$ cat src/rtl/stim_gen_if.sv
// Operand stimulus bus: run control in, operand pair and status out.
// master = controller side, slave = stim_gen.
interface stim_gen_if #(
    parameter int WIDTH = 32,
    parameter int LEN_W = 16
);
    logic             i_start;
    logic [1:0]       i_mode;
    logic [LEN_W-1:0] i_len;
    logic             i_hold;
    logic [WIDTH-1:0] o_ia;
    logic [WIDTH-1:0] o_ib;
    logic             o_valid;
    logic             o_busy;
    logic             o_done;
    logic [LEN_W-1:0] o_count;
    logic [WIDTH-1:0] o_sig;

    modport master (
        output i_start, i_mode, i_len, i_hold,
        input  o_ia, o_ib, o_valid, o_busy, o_done, o_count, o_sig
    );

    modport slave (
        input  i_start, i_mode, i_len, i_hold,
        output o_ia, o_ib, o_valid, o_busy, o_done, o_count, o_sig
    );
endinterface

$ cat src/rtl/stim_gen.sv
// Operand stimulus generator: random / walking-ones / corner / exhaustive vectors.
// Optional running signature on o_sig when STIM_GEN_SIG_EN is defined.
module stim_gen #(
    parameter int          WIDTH  = 32,
    parameter int          LEN_W  = 16,
    parameter logic [31:0] SEED_A = 32'h0000_0001,
    parameter logic [31:0] SEED_B = 32'h0000_ACE1
) (
    input  logic     clk,
    input  logic     reset,
    stim_gen_if.slave bus
);
    localparam int               K_W         = $clog2(WIDTH);
    localparam logic [31:0]      SEED_A_INIT = (SEED_A == 32'd0) ? 32'd1 : SEED_A;
    localparam logic [31:0]      SEED_B_INIT = (SEED_B == 32'd0) ? 32'd1 : SEED_B;
    localparam logic [WIDTH-1:0] ONE         = WIDTH'(1);
    localparam logic [WIDTH-1:0] ALL_ONES    = {WIDTH{1'b1}};
    localparam logic [WIDTH-1:0] MSB         = ONE << (WIDTH - 1);
    localparam logic [WIDTH-1:0] SMAX        = MSB - ONE;
    localparam logic [K_W-1:0]   K_LAST      = K_W'(WIDTH - 1);
    localparam logic [LEN_W-1:0] CNT_MAX     = {LEN_W{1'b1}};

    typedef enum logic [1:0] {IDLE = 2'd0, RUN = 2'd1, DONE = 2'd2} state_t;

    state_t           state_reg, state_next;
    logic [1:0]       mode_reg, mode_next;
    logic [LEN_W-1:0] len_reg, len_next;
    logic [LEN_W-1:0] count_reg, count_next;
    logic [WIDTH-1:0] ia_reg, ia_next, ib_reg, ib_next;
    logic             valid_reg, valid_next;
    logic [31:0]      xa_reg, xa_next, xb_reg, xb_next;
    logic [K_W-1:0]   k_reg, k_next;
    logic [2:0]       ci_reg, ci_next;
    logic [WIDTH-1:0] ea_reg, ea_next, eb_reg, eb_next;

    logic             accept, gen;
    logic [1:0]       mode_cur;
    logic [K_W-1:0]   k_cur;
    logic [2:0]       ci_cur;
    logic [WIDTH-1:0] ea_cur, eb_cur;
    logic [31:0]      xa_step, xb_step;
    logic [WIDTH-1:0] vec_a, vec_b;

    function automatic logic [31:0] xorshift32(input logic [31:0] x);
        logic [31:0] s;
        s = x ^ (x << 13);
        s = s ^ (s >> 17);
        s = s ^ (s << 5);
        return s;
    endfunction

    // Pattern generator: on an accepted start the deterministic pattern
    // indices restart from zero in the same cycle that emits the first vector.
    always_comb begin
        accept   = (state_reg != RUN) && bus.i_start;
        gen      = accept ? (bus.i_len != '0)
                          : ((state_reg == RUN) && !bus.i_hold && (count_reg != len_reg));
        mode_cur = accept ? bus.i_mode : mode_reg;
        k_cur    = accept ? '0 : k_reg;
        ci_cur   = accept ? '0 : ci_reg;
        ea_cur   = accept ? '0 : ea_reg;
        eb_cur   = accept ? '0 : eb_reg;
        xa_step  = xorshift32(xa_reg);
        xb_step  = xorshift32(xb_reg);
        vec_a    = '0;
        vec_b    = '0;
        xa_next  = xa_reg;
        xb_next  = xb_reg;
        k_next   = k_cur;
        ci_next  = ci_cur;
        ea_next  = ea_cur;
        eb_next  = eb_cur;
        case (mode_cur)
            2'd0: begin
                vec_a = xa_step[WIDTH-1:0];
                vec_b = xb_step[WIDTH-1:0];
            end
            2'd1: begin
                vec_a = ONE << k_cur;
                vec_b = ~(ONE << k_cur);
            end
            2'd2: begin
                case (ci_cur)
                    3'd0: begin vec_a = '0;       vec_b = '0;       end
                    3'd1: begin vec_a = '0;       vec_b = ALL_ONES; end
                    3'd2: begin vec_a = ALL_ONES; vec_b = '0;       end
                    3'd3: begin vec_a = ALL_ONES; vec_b = ALL_ONES; end
                    3'd4: begin vec_a = ONE;      vec_b = ALL_ONES; end
                    3'd5: begin vec_a = ALL_ONES; vec_b = ONE;      end
                    3'd6: begin vec_a = MSB;      vec_b = MSB;      end
                    default: begin vec_a = SMAX;  vec_b = ONE;      end
                endcase
            end
            default: begin
                vec_a = ea_cur;
                vec_b = eb_cur;
            end
        endcase
        if (gen) begin
            case (mode_cur)
                2'd0: begin
                    xa_next = xa_step;
                    xb_next = xb_step;
                end
                2'd1: k_next = (k_cur == K_LAST) ? '0 : k_cur + K_W'(1);
                2'd2: ci_next = ci_cur + 3'd1;
                default: begin
                    ea_next = ea_cur + ONE;
                    if (ea_cur == ALL_ONES)
                        eb_next = eb_cur + ONE;
                end
            endcase
        end
    end

    always_comb begin
        state_next = state_reg;
        mode_next  = mode_reg;
        len_next   = len_reg;
        count_next = count_reg;
        ia_next    = ia_reg;
        ib_next    = ib_reg;
        valid_next = 1'b0;
        case (state_reg)
            IDLE, DONE: begin
                if (bus.i_start) begin
                    mode_next  = bus.i_mode;
                    len_next   = bus.i_len;
                    count_next = '0;
                    if (bus.i_len == '0) begin
                        state_next = DONE;
                    end else begin
                        state_next = RUN;
                        valid_next = 1'b1;
                        count_next = LEN_W'(1);
                        ia_next    = vec_a;
                        ib_next    = vec_b;
                    end
                end
            end
            RUN: begin
                if (!bus.i_hold) begin
                    if (count_reg == len_reg) begin
                        state_next = DONE;
                    end else begin
                        valid_next = 1'b1;
                        count_next = (count_reg == CNT_MAX) ? count_reg : count_reg + LEN_W'(1);
                        ia_next    = vec_a;
                        ib_next    = vec_b;
                    end
                end
            end
            default: state_next = IDLE;
        endcase
    end

    always_ff @(posedge clk or posedge reset) begin
        if (reset) begin
            state_reg <= IDLE;
            mode_reg  <= '0;
            len_reg   <= '0;
            count_reg <= '0;
            ia_reg    <= '0;
            ib_reg    <= '0;
            valid_reg <= 1'b0;
            xa_reg    <= SEED_A_INIT;
            xb_reg    <= SEED_B_INIT;
            k_reg     <= '0;
            ci_reg    <= '0;
            ea_reg    <= '0;
            eb_reg    <= '0;
        end else begin
            state_reg <= state_next;
            mode_reg  <= mode_next;
            len_reg   <= len_next;
            count_reg <= count_next;
            ia_reg    <= ia_next;
            ib_reg    <= ib_next;
            valid_reg <= valid_next;
            xa_reg    <= xa_next;
            xb_reg    <= xb_next;
            k_reg     <= k_next;
            ci_reg    <= ci_next;
            ea_reg    <= ea_next;
            eb_reg    <= eb_next;
        end
    end

    assign bus.o_ia    = ia_reg;
    assign bus.o_ib    = ib_reg;
    assign bus.o_valid = valid_reg;
    assign bus.o_busy  = (state_reg == RUN);
    assign bus.o_done  = (state_reg == DONE);
    assign bus.o_count = count_reg;

`ifdef STIM_GEN_SIG_EN
    logic [WIDTH-1:0] sig_reg, sig_next, sig_base;

    // Rotate-xor checksum over every emitted vector, restarted by each accepted start.
    always_comb begin
        sig_base = accept ? '0 : sig_reg;
        sig_next = sig_base;
        if (gen)
            sig_next = {sig_base[WIDTH-2:0], sig_base[WIDTH-1]} ^ vec_a ^ vec_b;
    end

    always_ff @(posedge clk or posedge reset) begin
        if (reset)
            sig_reg <= '0;
        else
            sig_reg <= sig_next;
    end

    assign bus.o_sig = sig_reg;
`else
    assign bus.o_sig = '0;
`endif
endmodule

$ cat src/flat_wrapper.sv
// flat-port wrapper written by rule: the top's interface ports become plain ports
module stim_gen_flat 
#(
    parameter int          WIDTH  = 32,
    parameter int          LEN_W  = 16,
    parameter logic [31:0] SEED_A = 32'h0000_0001,
    parameter logic [31:0] SEED_B = 32'h0000_ACE1
)
  (clk, reset, bus_i_start, bus_i_mode, bus_i_len, bus_i_hold, bus_o_ia, bus_o_ib, bus_o_valid, bus_o_busy, bus_o_done, bus_o_count, bus_o_sig);
  stim_gen_if #(.WIDTH(WIDTH), .LEN_W(LEN_W)) bus_i ();
  input  logic clk;
  input  logic reset;
  input wire logic [$bits(bus_i.i_start)-1:0] bus_i_start;
  input wire logic [$bits(bus_i.i_mode)-1:0] bus_i_mode;
  input wire logic [$bits(bus_i.i_len)-1:0] bus_i_len;
  input wire logic [$bits(bus_i.i_hold)-1:0] bus_i_hold;
  output wire logic [$bits(bus_i.o_ia)-1:0] bus_o_ia;
  output wire logic [$bits(bus_i.o_ib)-1:0] bus_o_ib;
  output wire logic [$bits(bus_i.o_valid)-1:0] bus_o_valid;
  output wire logic [$bits(bus_i.o_busy)-1:0] bus_o_busy;
  output wire logic [$bits(bus_i.o_done)-1:0] bus_o_done;
  output wire logic [$bits(bus_i.o_count)-1:0] bus_o_count;
  output wire logic [$bits(bus_i.o_sig)-1:0] bus_o_sig;
  assign bus_i.i_start = bus_i_start;
  assign bus_i.i_mode = bus_i_mode;
  assign bus_i.i_len = bus_i_len;
  assign bus_i.i_hold = bus_i_hold;
  assign bus_o_ia = bus_i.o_ia;
  assign bus_o_ib = bus_i.o_ib;
  assign bus_o_valid = bus_i.o_valid;
  assign bus_o_busy = bus_i.o_busy;
  assign bus_o_done = bus_i.o_done;
  assign bus_o_count = bus_i.o_count;
  assign bus_o_sig = bus_i.o_sig;
  stim_gen #(.WIDTH(WIDTH), .LEN_W(LEN_W), .SEED_A(SEED_A), .SEED_B(SEED_B)) u_core (.clk(clk), .reset(reset), .bus(bus_i));
endmodule
$ cat config.mk
export PLATFORM = sky130hd
export DESIGN_NAME = stim_gen_flat
export DESIGN_NICKNAME = d
export VERILOG_FILES = /design/src/rtl/stim_gen_if.sv /design/src/rtl/stim_gen.sv /design/src/flat_wrapper.sv
export SDC_FILE = /design/constraint.sdc
export NUM_CORES = 1
export LEC_CHECK = 0
export CAP_MARGIN = 15
export CORE_MARGIN = 4
export CORE_UTILIZATION = 40
export CTS_CLUSTER_SIZE = 20
export DETAILED_ROUTE_END_ITERATION = 8
export PLACE_DENSITY = 0.7
export SLEW_MARGIN = 30
export SYNTH_ARGS = -nofsm -noshare
export SYNTH_HDL_FRONTEND = slang
export SYNTH_SLANG_ARGS = --single-unit
export TNS_END_PERCENT = 20
$ cat constraint.sdc
create_clock -name clk -period 19.2 [get_ports clk]
set_input_delay 3.84 -clock clk [delete_from_list [all_inputs] [get_ports clk]]
set_output_delay 3.84 -clock clk [all_outputs]
set_load 0.02 [all_outputs]
After elaboration in Yosys (flattened, before gate mapping)
Cells that the tools add are included.
Cells by class
  add/subtract/negate cells: 5
  eq/ne operators: 22
  shifts and indexed selects: 1
  mux-type cells: 46
  bitwise gates (word level): 7
  reductions and logical operators: 21
Operators by type and width (number)
  32-bit 2-to-1 mux: 15
  32-bit one-hot mux with 3 select lines: 3
  32-bit one-hot mux with 2 select lines: 2
  32-bit one-hot mux with 4 select lines: 1
  32-bit bitwise XOR: 4
  32-bit by 1-bit adder with 32-bit output (second input constant): 2
  16-bit 2-to-1 mux: 4
  32-bit by 15-bit bitwise XOR with 32-bit output: 2
  32-bit == test (second input constant): 1
  32-bit inverter: 1
  16-bit one-hot mux with 2 select lines: 1
  1-bit by 5-bit left shift with 32-bit output (first input constant): 1
  5-bit 2-to-1 mux: 4
  16-bit by 1-bit adder with 16-bit output (second input constant): 1
  16-bit == test: 1
  16-bit == test (second input constant): 1
  16-bit logical NOT: 1
  16-bit inequality test: 1
  16-bit nonzero test: 1
  2-bit 2-to-1 mux: 5
  2-bit inequality test (second input constant): 5
  5-bit AND reduction: 2
  3-bit == test (second input constant): 3
  3-bit 2-to-1 mux: 3
  other kinds (20): 37
Storage, ports and cells
  flip-flop bits (word level): 237
  bits of input ports: 22
  output and inout port bits: 115
  word-level logic and storage cells: 115

Logic depth before layout (Yosys ltp)
Gate-level depths: netlist of the first run.
  word-level depth: 10
  gate-level depth with buffers: 15
  gate-level depth less buffers: 11

Least setup slack after synthesis of the first run
Ideal clock, no wire load.
  kind: in2reg
  start point: in bus_i_start
  end point: reg u_core.ea_reg[24]
  library setup time: 78 ps
  data arrival time: 6961 ps
  slack: 12161 ps
  stages on the path: 13
  path buffers: 5
  cells stage by stage: clkbuf_1 -> clkbuf_1 -> nand2_1 -> clkbuf_1 -> clkbuf_1 -> and2_1 -> ha_1 -> o211ai_1 -> or4_4 -> or4_1 -> clkbuf_2 -> or4_1 -> a21oi_1
Between the ends
  cells in the longest elaborated chain, start to end: 6
  elaborated cells on any way between the ends: 11
  those cells by class: add/sub (1); eq/ne (2); mux (5); reduce/logical (3)
Ends and longest elaborated chain
  from (decl): line flat_wrapper.sv:13  | input wire logic [$bits(bus_i.i_start)-1:0] bus_i_start;
  1-bit logical AND (*): line stim_gen.sv:55  | accept = (state_reg != RUN) && bus.i_start;
  branches (longest 4 deep; another with 32-bit by 1-bit adder with 32-bit output)
  32-bit 2-to-1 mux (*): line stim_gen.sv:99  | if (gen) begin
  via u_core.ea_next[24]: line stim_gen.sv:34  | logic [WIDTH-1:0] ea_reg, ea_next, eb_reg, eb_next;
  to (signal assigned): line stim_gen.sv:184  | ea_reg <= ea_next;
  to (decl): line stim_gen.sv:34
Mark *: on every way through the listed nets, which the timed path passes.
A chain may end at the register's enable or synchronous reset.

Worst setup path in the final report of the first run
  start point: in bus_i_start
  end point: reg u_core.ib_reg[9], in the netlist u_core.bus.o_ib[9]
Between the ends
  cells in the longest elaborated chain, start to end: 9
  elaborated cells on any way between the ends: 27
  those cells by class: eq/ne (8); shift (1); mux (11); bitwise (1); reduce/logical (6)
Ends and longest elaborated chain
  1-bit logical AND: line stim_gen.sv:55
  3-bit 2-to-1 mux: line stim_gen.sv:60  | ci_cur = accept ? '0 : ci_reg;
  3-bit by 1-bit == test with 1-bit output, or another cell as far along: line stim_gen.sv:83  | case (ci_cur)
  3-bit OR reduction (no source line) or 2-bit OR reduction (tied branches)
  32-bit one-hot mux with 3 select lines: line stim_gen.sv:83
  32-bit one-hot mux with 3 select lines: line stim_gen.sv:73  | case (mode_cur)
  32-bit 2-to-1 mux (on tied branches): line stim_gen.sv:143, stim_gen.sv:130
  32-bit 2-to-1 mux (on tied branches): line stim_gen.sv:142, stim_gen.sv:126
  32-bit one-hot mux with 2 select lines: line stim_gen.sv:124  | case (state_reg)
  to (signal assigned): line stim_gen.sv:178  | ib_reg <= ib_next;
  to (decl): line stim_gen.sv:29  | logic [WIDTH-1:0] ia_reg, ia_next, ib_reg, ib_next;
Several ways; a longest one is shown, not always the timed one. The select of a mux whose other input is x is not followed.

==> reports/metrics.cfg, run 1 <==
[run_status]
outcome=finished, final reports clean

[pwr]
pwr_density_cell_mw_per_mm2=206
p_leak_nw=6.56
ir_worst_vdd_mv=0.0913

[synth]
synth_area_leaders=dfrtp_1, xnor2_1, o21ai_0
synth.distinct_cells=81
synth_edf_count=0
syn_inst=1570
syn_avg_cell_area_sq_um=8.97
synth_top_cell_by_area=dfrtp_1
synthArstFlopShare_pct=100
ys.flop_type=dfrtp_1
ys_ff_latch=237
synth-seq-area-share_pct=42.2
syn-cell-area_sq_mm=0.0141
yosysWarnings=0
synth.top_cell.area_share_pct=40.5

[critical_path]
start_kind=input port
worst_setup_path_end_kind=flip-flop
critical_path_depth=11
crit_chain=clkdlybuf4s50_1 > nand2_2 > buf_4 > nand2_1 > inv_1 > ha_1 > inv_1 > nor4_1 > a21oi_1 > a211o_1 > a22o_1
crit_required_ns=19.64
r2r-end=u_core.bus.o_ib[9]$_DFFE_PP0P_
ff2ff_path_depth=11
timing.rr.start=u_core.state_reg[0]$_DFFE_PP0P_
cp.buffers_inverters=4
path_delay_family=buffers and inverters
r2r_setup_slack_ns=14.91
max_stage_delay_ns=0.78
crit_fanout=37
critPathSlowestCell=clkdlybuf4s50_1
cpMostUsedCell=inv_1
critPathKind=in -> reg
arrival_ns=7.80

[clock_network]
cts-resized-gates=0
cts_buffer_depth=3
cts_tree=yes
clk_latency_ns=0.56
h-tree-depth=1
cts_sinks=237
clk_pin_slew_ns=0.06
clockRootBuffer=clkbuf_16
cts_buffers=27
postCtsSetupRepairBufs=0
ctsHoldBuffers=0

[floorplan]
core_sq_mm=0.0346
start_util_pct=40.7
die-area_sq_mm=0.0383
fp.dieW_microns=196
rows=68
ios=137
die_h_microns=196

[finish]
layout_commonest_cell=dfrtp_1
final_cell_mix=dfrtp_1, nand2_1, o21ai_0
synthToLayoutAreaGrowth_pct=15.6
final_nets=1657
antenna_cells=0
drive_gt1_share_pct=6.63

[drt]
dr_total_vias=12611
wl_per_cell_microns=22.4
dr.pass1.iters=7
drt-total-wl_microns=47000
ant_nets=0
drt_iter0_markers=1489
drc=0
vias_per_cell=6.01

[timing]
timing.setup.tns_ns=0
timing.hold.ws_ns=0.479
maxSlewViolCount=0
setup_viol=0
final_hold_viol_count=0
period_share_pct=38.3
min_period_ns=7.36
fmax_mhz=136
clock_skew_ns=0.0152
rsz0062_at_grt=no
worst-slew-pin-transition_ns=0.933
slew_headroom_pct=37.8

[hold_path]
min_to=u_core.bus.o_ia[13]$_DFFE_PP0P_
holdCritStartpoint=u_core.bus.o_ia[13]$_DFFE_PP0P_
hold_path.class=reg -> reg
holdPathStages=2

[global_route]
grt_max_degree=111
grt_pass1_wl_microns=72500
grtUsageTotal_pct=23.5
grt_pass1_vias=12035
overflow=0
antenna_found_initial=0

[placed_design]
numPortBuffers=104
hpwl_microns=33900
gp_congestion=0.956

[job]
cap_violations=0

==> layer usage <==
metal  track usage (%)  vias to the layer above  share of wire [%]
li1                  -                     5712                  -
met1              33.0                     6240                 42
met2              37.7                      557                 47
met3              2.99                      102                7.2
met4              7.89                        0                4.1
met5                 0                        -                  0
==> power breakdown <==
group / switching (mW) / internal (mW)
clock: 0.215 / 0.296
combinational: 1.20 / 0.762
sequential: 0.191 / 0.688
total: 1.61 / 1.75
==> layout make-up <==
cell class	instances	area, sq um
clock buffers	42	792
clock inverters	6	70.1
fillers	3258	18300
inverters	26	110
multi-input cells	1206	7580
flip-flops and latches	237	5940
well taps	455	569
repair buffers	126	1210
==> kinds of logic after synthesis <==
| family | Yosys count | synth area share, % |
|---|---|---|
| compound gates | 428 | 19.0 |
| xor+xnor | 208 | 13.0 |
| fa+ha+maj | 11 | 0.977 |
| buf+inv | 158 | 5.21 |
| flops | 237 | 42.2 |
| mux | 16 | 1.19 |
| other cells | 1 | 0.0266 |
| simple gates | 511 | 18.3 |
==> synth_stat cells, drive strengths merged (4+ instances only) <==
master,number
a21o,17
nor4,24
and4,11
nor3,39
ha,11
buf,43
nand4,30
o311ai,6
clkbuf,89
a31o,5
dfrtp,228
nor2b,8
o211ai,16
nand3,52
xor2,80
o31ai,23
a221oi,12
a211oi,16
o22ai,11
mux2i,10
nand2,178
a21oi,104
nand2b,9
dfstp,9
o32ai,4
o21ai,149
nor2,60
a22o,7
o21a,9
o2111ai,7
mux2,6
inv,24
or3,31
and3,24
and2,13
a31oi,9
xnor2,127
or4,17
==> stage by stage <==
step | area [sq um] | instances | total power, mW | util, % | setup slack [ns]
2_1_floorplan | 14200 | 1601 | 2.15 | - | 8.87
3_3_place_gp | 15400 | 2049 | 2.79 | 44.5 | 11.18
3_5_place_dp | 15400 | 2049 | 2.81 | 44.5 | 11.09
4_1_cts | 16300 | 2097 | 3.33 | 47.0 | 11.67
5_1_grt | 16300 | 2098 | 3.54 | 47.0 | 11.48
6_report | 16300 | 2098 | 3.36 | 47.0 | 11.84
==> tightest hold or removal path, stage by stage, from the launching register on <==
cell     delay, ns
dfrtp_1       0.34
nand2_1       0.05
o31ai_1       0.06
==> worst max path at each step <==
stage / from / slack, ns / end
after floorplan: reset / 8.87 / u_core.bus.o_count[0]$_DFFE_PP0P_
after global placement: bus_i_start / 11.18 / u_core.eb_reg[13]$_DFF_PP0_
after detailed placement: bus_i_start / 11.09 / u_core.eb_reg[10]$_DFF_PP0_
after CTS: bus_i_start / 11.67 / u_core.eb_reg[10]$_DFF_PP0_
after global routing: bus_i_start / 11.48 / u_core.eb_reg[28]$_DFF_PP0_
final: bus_i_start / 11.84 / u_core.bus.o_ib[9]$_DFFE_PP0P_
(Power assumes the default switching activity.)
==> run 2, diff against run 1 <==
- PLACE_DENSITY: 0.7 -> 0.73
- clock period: 19.2 -> 6.3 ns (I/O delays scaled with it)
==> run 2 against run 1 <==
  * First-iteration DRC count shrank 13%
  * Routed wire length shrank 0.26%
  * Setup slack lost 9.9 ns
  * Via count grew 1.7%
  * Clock skew grew 0.0065 ns
  * Sequential cell count is the same
  * Combinational power grew to 3.1 times the previous value
  * Non-clock buffer count grew 6
  * Design area grew 0.93%
  * Clock power grew to 3.2 times the previous value
  * Critical path depth shrank 4
  * Sequential share of layout area shrank 0.34 points
  * Critical endpoint is now u_core.bus.o_ib[14]$_DFFE_PP0P_
==> reports/metrics.cfg, run 2 (synthesis gave the netlist of run 1 again) <==
[run_status]
outcome=finished, final reports clean  ; unchanged

[floorplan]
rows=68  ; unchanged
ios=137  ; unchanged
core_sq_mm=0.0346  ; unchanged
start_util_pct=40.7  ; unchanged
die_h_microns=196  ; unchanged
die-area_sq_mm=0.0383  ; unchanged
fp.dieW_microns=196  ; unchanged

[timing]
setup_viol=0  ; unchanged
timing.setup.tns_ns=0  ; unchanged
maxSlewViolCount=0  ; unchanged
worst-slew-pin-transition_ns=0.914  ; was 0.933 ns
min_period_ns=4.37
period_share_pct=69.4
clock_skew_ns=0.0216  ; was 0.0152 ns
slew_headroom_pct=38.9  ; was 37.8%
final_hold_viol_count=0  ; unchanged
fmax_mhz=229
finalWorstSetupSlack_ns=1.93  ; was 11.84 ns
rsz0062_at_grt=no  ; unchanged

[critical_path]
critPathKind=in -> reg  ; unchanged
r2r-end=u_core.bus.o_ib[14]$_DFFE_PP0P_  ; was u_core.bus.o_ib[9]$_DFFE_PP0P_
r2r_setup_slack_ns=2.49  ; was 14.91 ns
start_kind=input port  ; unchanged
crit_fanout=27  ; was 37
crit_required_ns=6.78  ; was 19.64 ns
arrival_ns=4.86  ; was 7.80 ns
timing.rr.start=u_core.state_reg[1]$_DFFE_PP0P_  ; was u_core.state_reg[0]$_DFFE_PP0P_
ff2ff_path_depth=7  ; was 11
worst_setup_path_end_kind=flip-flop  ; unchanged

[global_route]
antenna_found_initial=0  ; unchanged
met1_usage_pct=32.2  ; was 33.0%
use_met2_pct=37.7  ; unchanged
grtUsageMet3_pct=4.21  ; was 2.99%
grt_pass1_wl_microns=72800  ; was 72,500 microns
grt_max_degree=165  ; was 111
overflow=0  ; unchanged
grtUsageTotal_pct=23.7  ; was 23.5%
grt_pass1_vias=12403  ; was 12.0k
grt_busiest_layer=met2  ; unchanged

[placed_design]
gp_congestion=1.01  ; was 0.956
pre_cts_slack_ns=1.43  ; was 11.09 ns
hpwl_microns=34200  ; was 33,900 microns
numPortBuffers=104  ; unchanged
placed_cells=2055  ; was 2,049

[hold_path]
min_to=u_core.bus.o_ia[30]$_DFFE_PP0P_  ; was u_core.bus.o_ia[13]$_DFFE_PP0P_
hold_path.class=reg -> reg  ; unchanged
holdPathStages=1  ; was 2
holdCritStartpoint=u_core.bus.o_ia[30]$_DFFE_PP0P_  ; was u_core.bus.o_ia[13]$_DFFE_PP0P_

[clock_network]
cts_tree=yes  ; unchanged
cts-resized-gates=0  ; unchanged
cts_sinks=237  ; unchanged
cts_buffers=27  ; unchanged
ctsHoldBuffers=0  ; unchanged
clk_latency_ns=0.55  ; was 0.56 ns
cts_buffer_depth=3  ; unchanged
clk_pin_slew_ns=0.06  ; about the same
postCtsSetupRepairBufs=0  ; unchanged
clockRootBuffer=clkbuf_16  ; unchanged
h-tree-depth=1  ; unchanged

[finish]
drive_gt1_share_pct=7.22  ; was 6.63%
seq_area_sq_mm=0.00594  ; unchanged
antenna_cells=0  ; unchanged
layout_commonest_cell=dfrtp_1  ; unchanged
synthToLayoutAreaGrowth_pct=16.6  ; was 15.6%
multi_input_area_sq_mm=0.00759  ; was 0.00758 sq mm
final_nets=1663  ; was 1,657
final_cell_mix=dfrtp_1, nand2_1, o21ai_0  ; unchanged
fillCellCount=3196  ; was 3,258
fin_cells=2104  ; was 2,098

[pwr]
p_seq_share_pct=25.6  ; was 26.2%
pwr_density_cell_mw_per_mm2=633  ; was 206 mW/mm^2
ir_worst_vdd_mv=0.250  ; was 0.0913 mV
clkPwrFrac_pct=15.6  ; was 15.2%
pwr-share-comb_pct=58.8  ; was 58.6%
p_sw_mw=4.98  ; was 1.61 mW
p_int_mw=5.42  ; was 1.75 mW
p_leak_nw=6.63  ; was 6.56 nW
swShare_pct=47.9  ; was 48.0%

[drt]
drt-total-wl_microns=46900  ; was 47,000 microns
dr_total_vias=12831  ; was 12.6k
drt_iter0_markers=1293  ; was 1,489
wl_per_cell_microns=22.3  ; was 22.4 microns
ant_nets=0  ; unchanged
vias_per_cell=6.10  ; was 6.01
drc=0  ; unchanged
dr.pass1.iters=8  ; was 7

[job]
cap_violations=0  ; unchanged

==> run 2: cell count changes in the layout (fill, tap and decap cells not counted), moves of 2 or more <==
cell,before,now
clkbuf_8,6,13
clkinvlp_4,0,3
clkbuf_1,9,2
buf_16,0,2
buf_4,20,24
==> run 2: stage by stage <==
| stage | hold WS [ns] | total power, mW | cell area [sq um] | util (%) |
|---|---|---|---|---|
| 6_report | 0.478 | 10.4 | 16400 | 47.5 |
| 5_1_grt | 0.492 | 11.0 | 16400 | 47.5 |
| 4_1_cts | 0.479 | 10.3 | 16400 | 47.4 |
| 3_5_place_dp | 0.464 | 8.67 | 15500 | 44.7 |
| 3_3_place_gp | 0.461 | 8.57 | 15400 | 44.6 |
| 2_1_floorplan | 0.460 | 6.55 | 14200 | - |
==> run 2: worst max-delay path, stage by stage <==
cell and delay, ns:
clkdlybuf4s50_1 0.95, inv_2 0.45, nor2_4 0.66, a32o_1 0.65, a211oi_1 0.14, a2111oi_0 0.57
a21o_1 0.14
==> run 2: worst max path at each step <==
stage	startpoint	endpoint	slack (ns)	depth (start not counted)
6_report	bus_i_start	u_core.bus.o_ib[14]$_DFFE_PP0P_	1.93	7
3_3_place_gp	bus_i_start	u_core.bus.o_ib[14]$_DFFE_PP0P_	1.51	7
4_1_cts	bus_i_start	u_core.bus.o_ib[14]$_DFFE_PP0P_	2.00	7
5_1_grt	bus_i_start	u_core.bus.o_ib[14]$_DFFE_PP0P_	1.74	7
3_5_place_dp	bus_i_start	u_core.bus.o_ib[14]$_DFFE_PP0P_	1.43	7
2_1_floorplan	bus_i_start	u_core.ea_reg[24]$_DFF_PP0_	1.84	13
==> run 2: metal layers <==
layer | vias up | wire, microns
li1 | 5734 | -
met1 | 6329 | 18900
met2 | 654 | 21700
met3 | 114 | 4190
met4 | 0 | 2130
met5 | - | 0
==> run 2: final cells by class <==
type                    instances  area share, %
repair buffers                132           7.96
multi-input cells            1206           46.2
inverters                      26          0.647
flip-flops and latches        237           36.2
well taps                     455           3.46
clock buffers                  42           5.25
clock inverters                 6          0.365
==> run 2: power by group through the flow <==
stage          clock network [mW]  registers (mW)  logic (mW)
2_1_floorplan                   0            2.73        3.81
3_5_place_dp                    0            2.68        6.00
3_3_place_gp                    0            2.67        5.91
4_1_cts                      1.65            2.66        6.03
6_report                     1.62            2.67        6.11
5_1_grt                      1.71            2.73        6.56
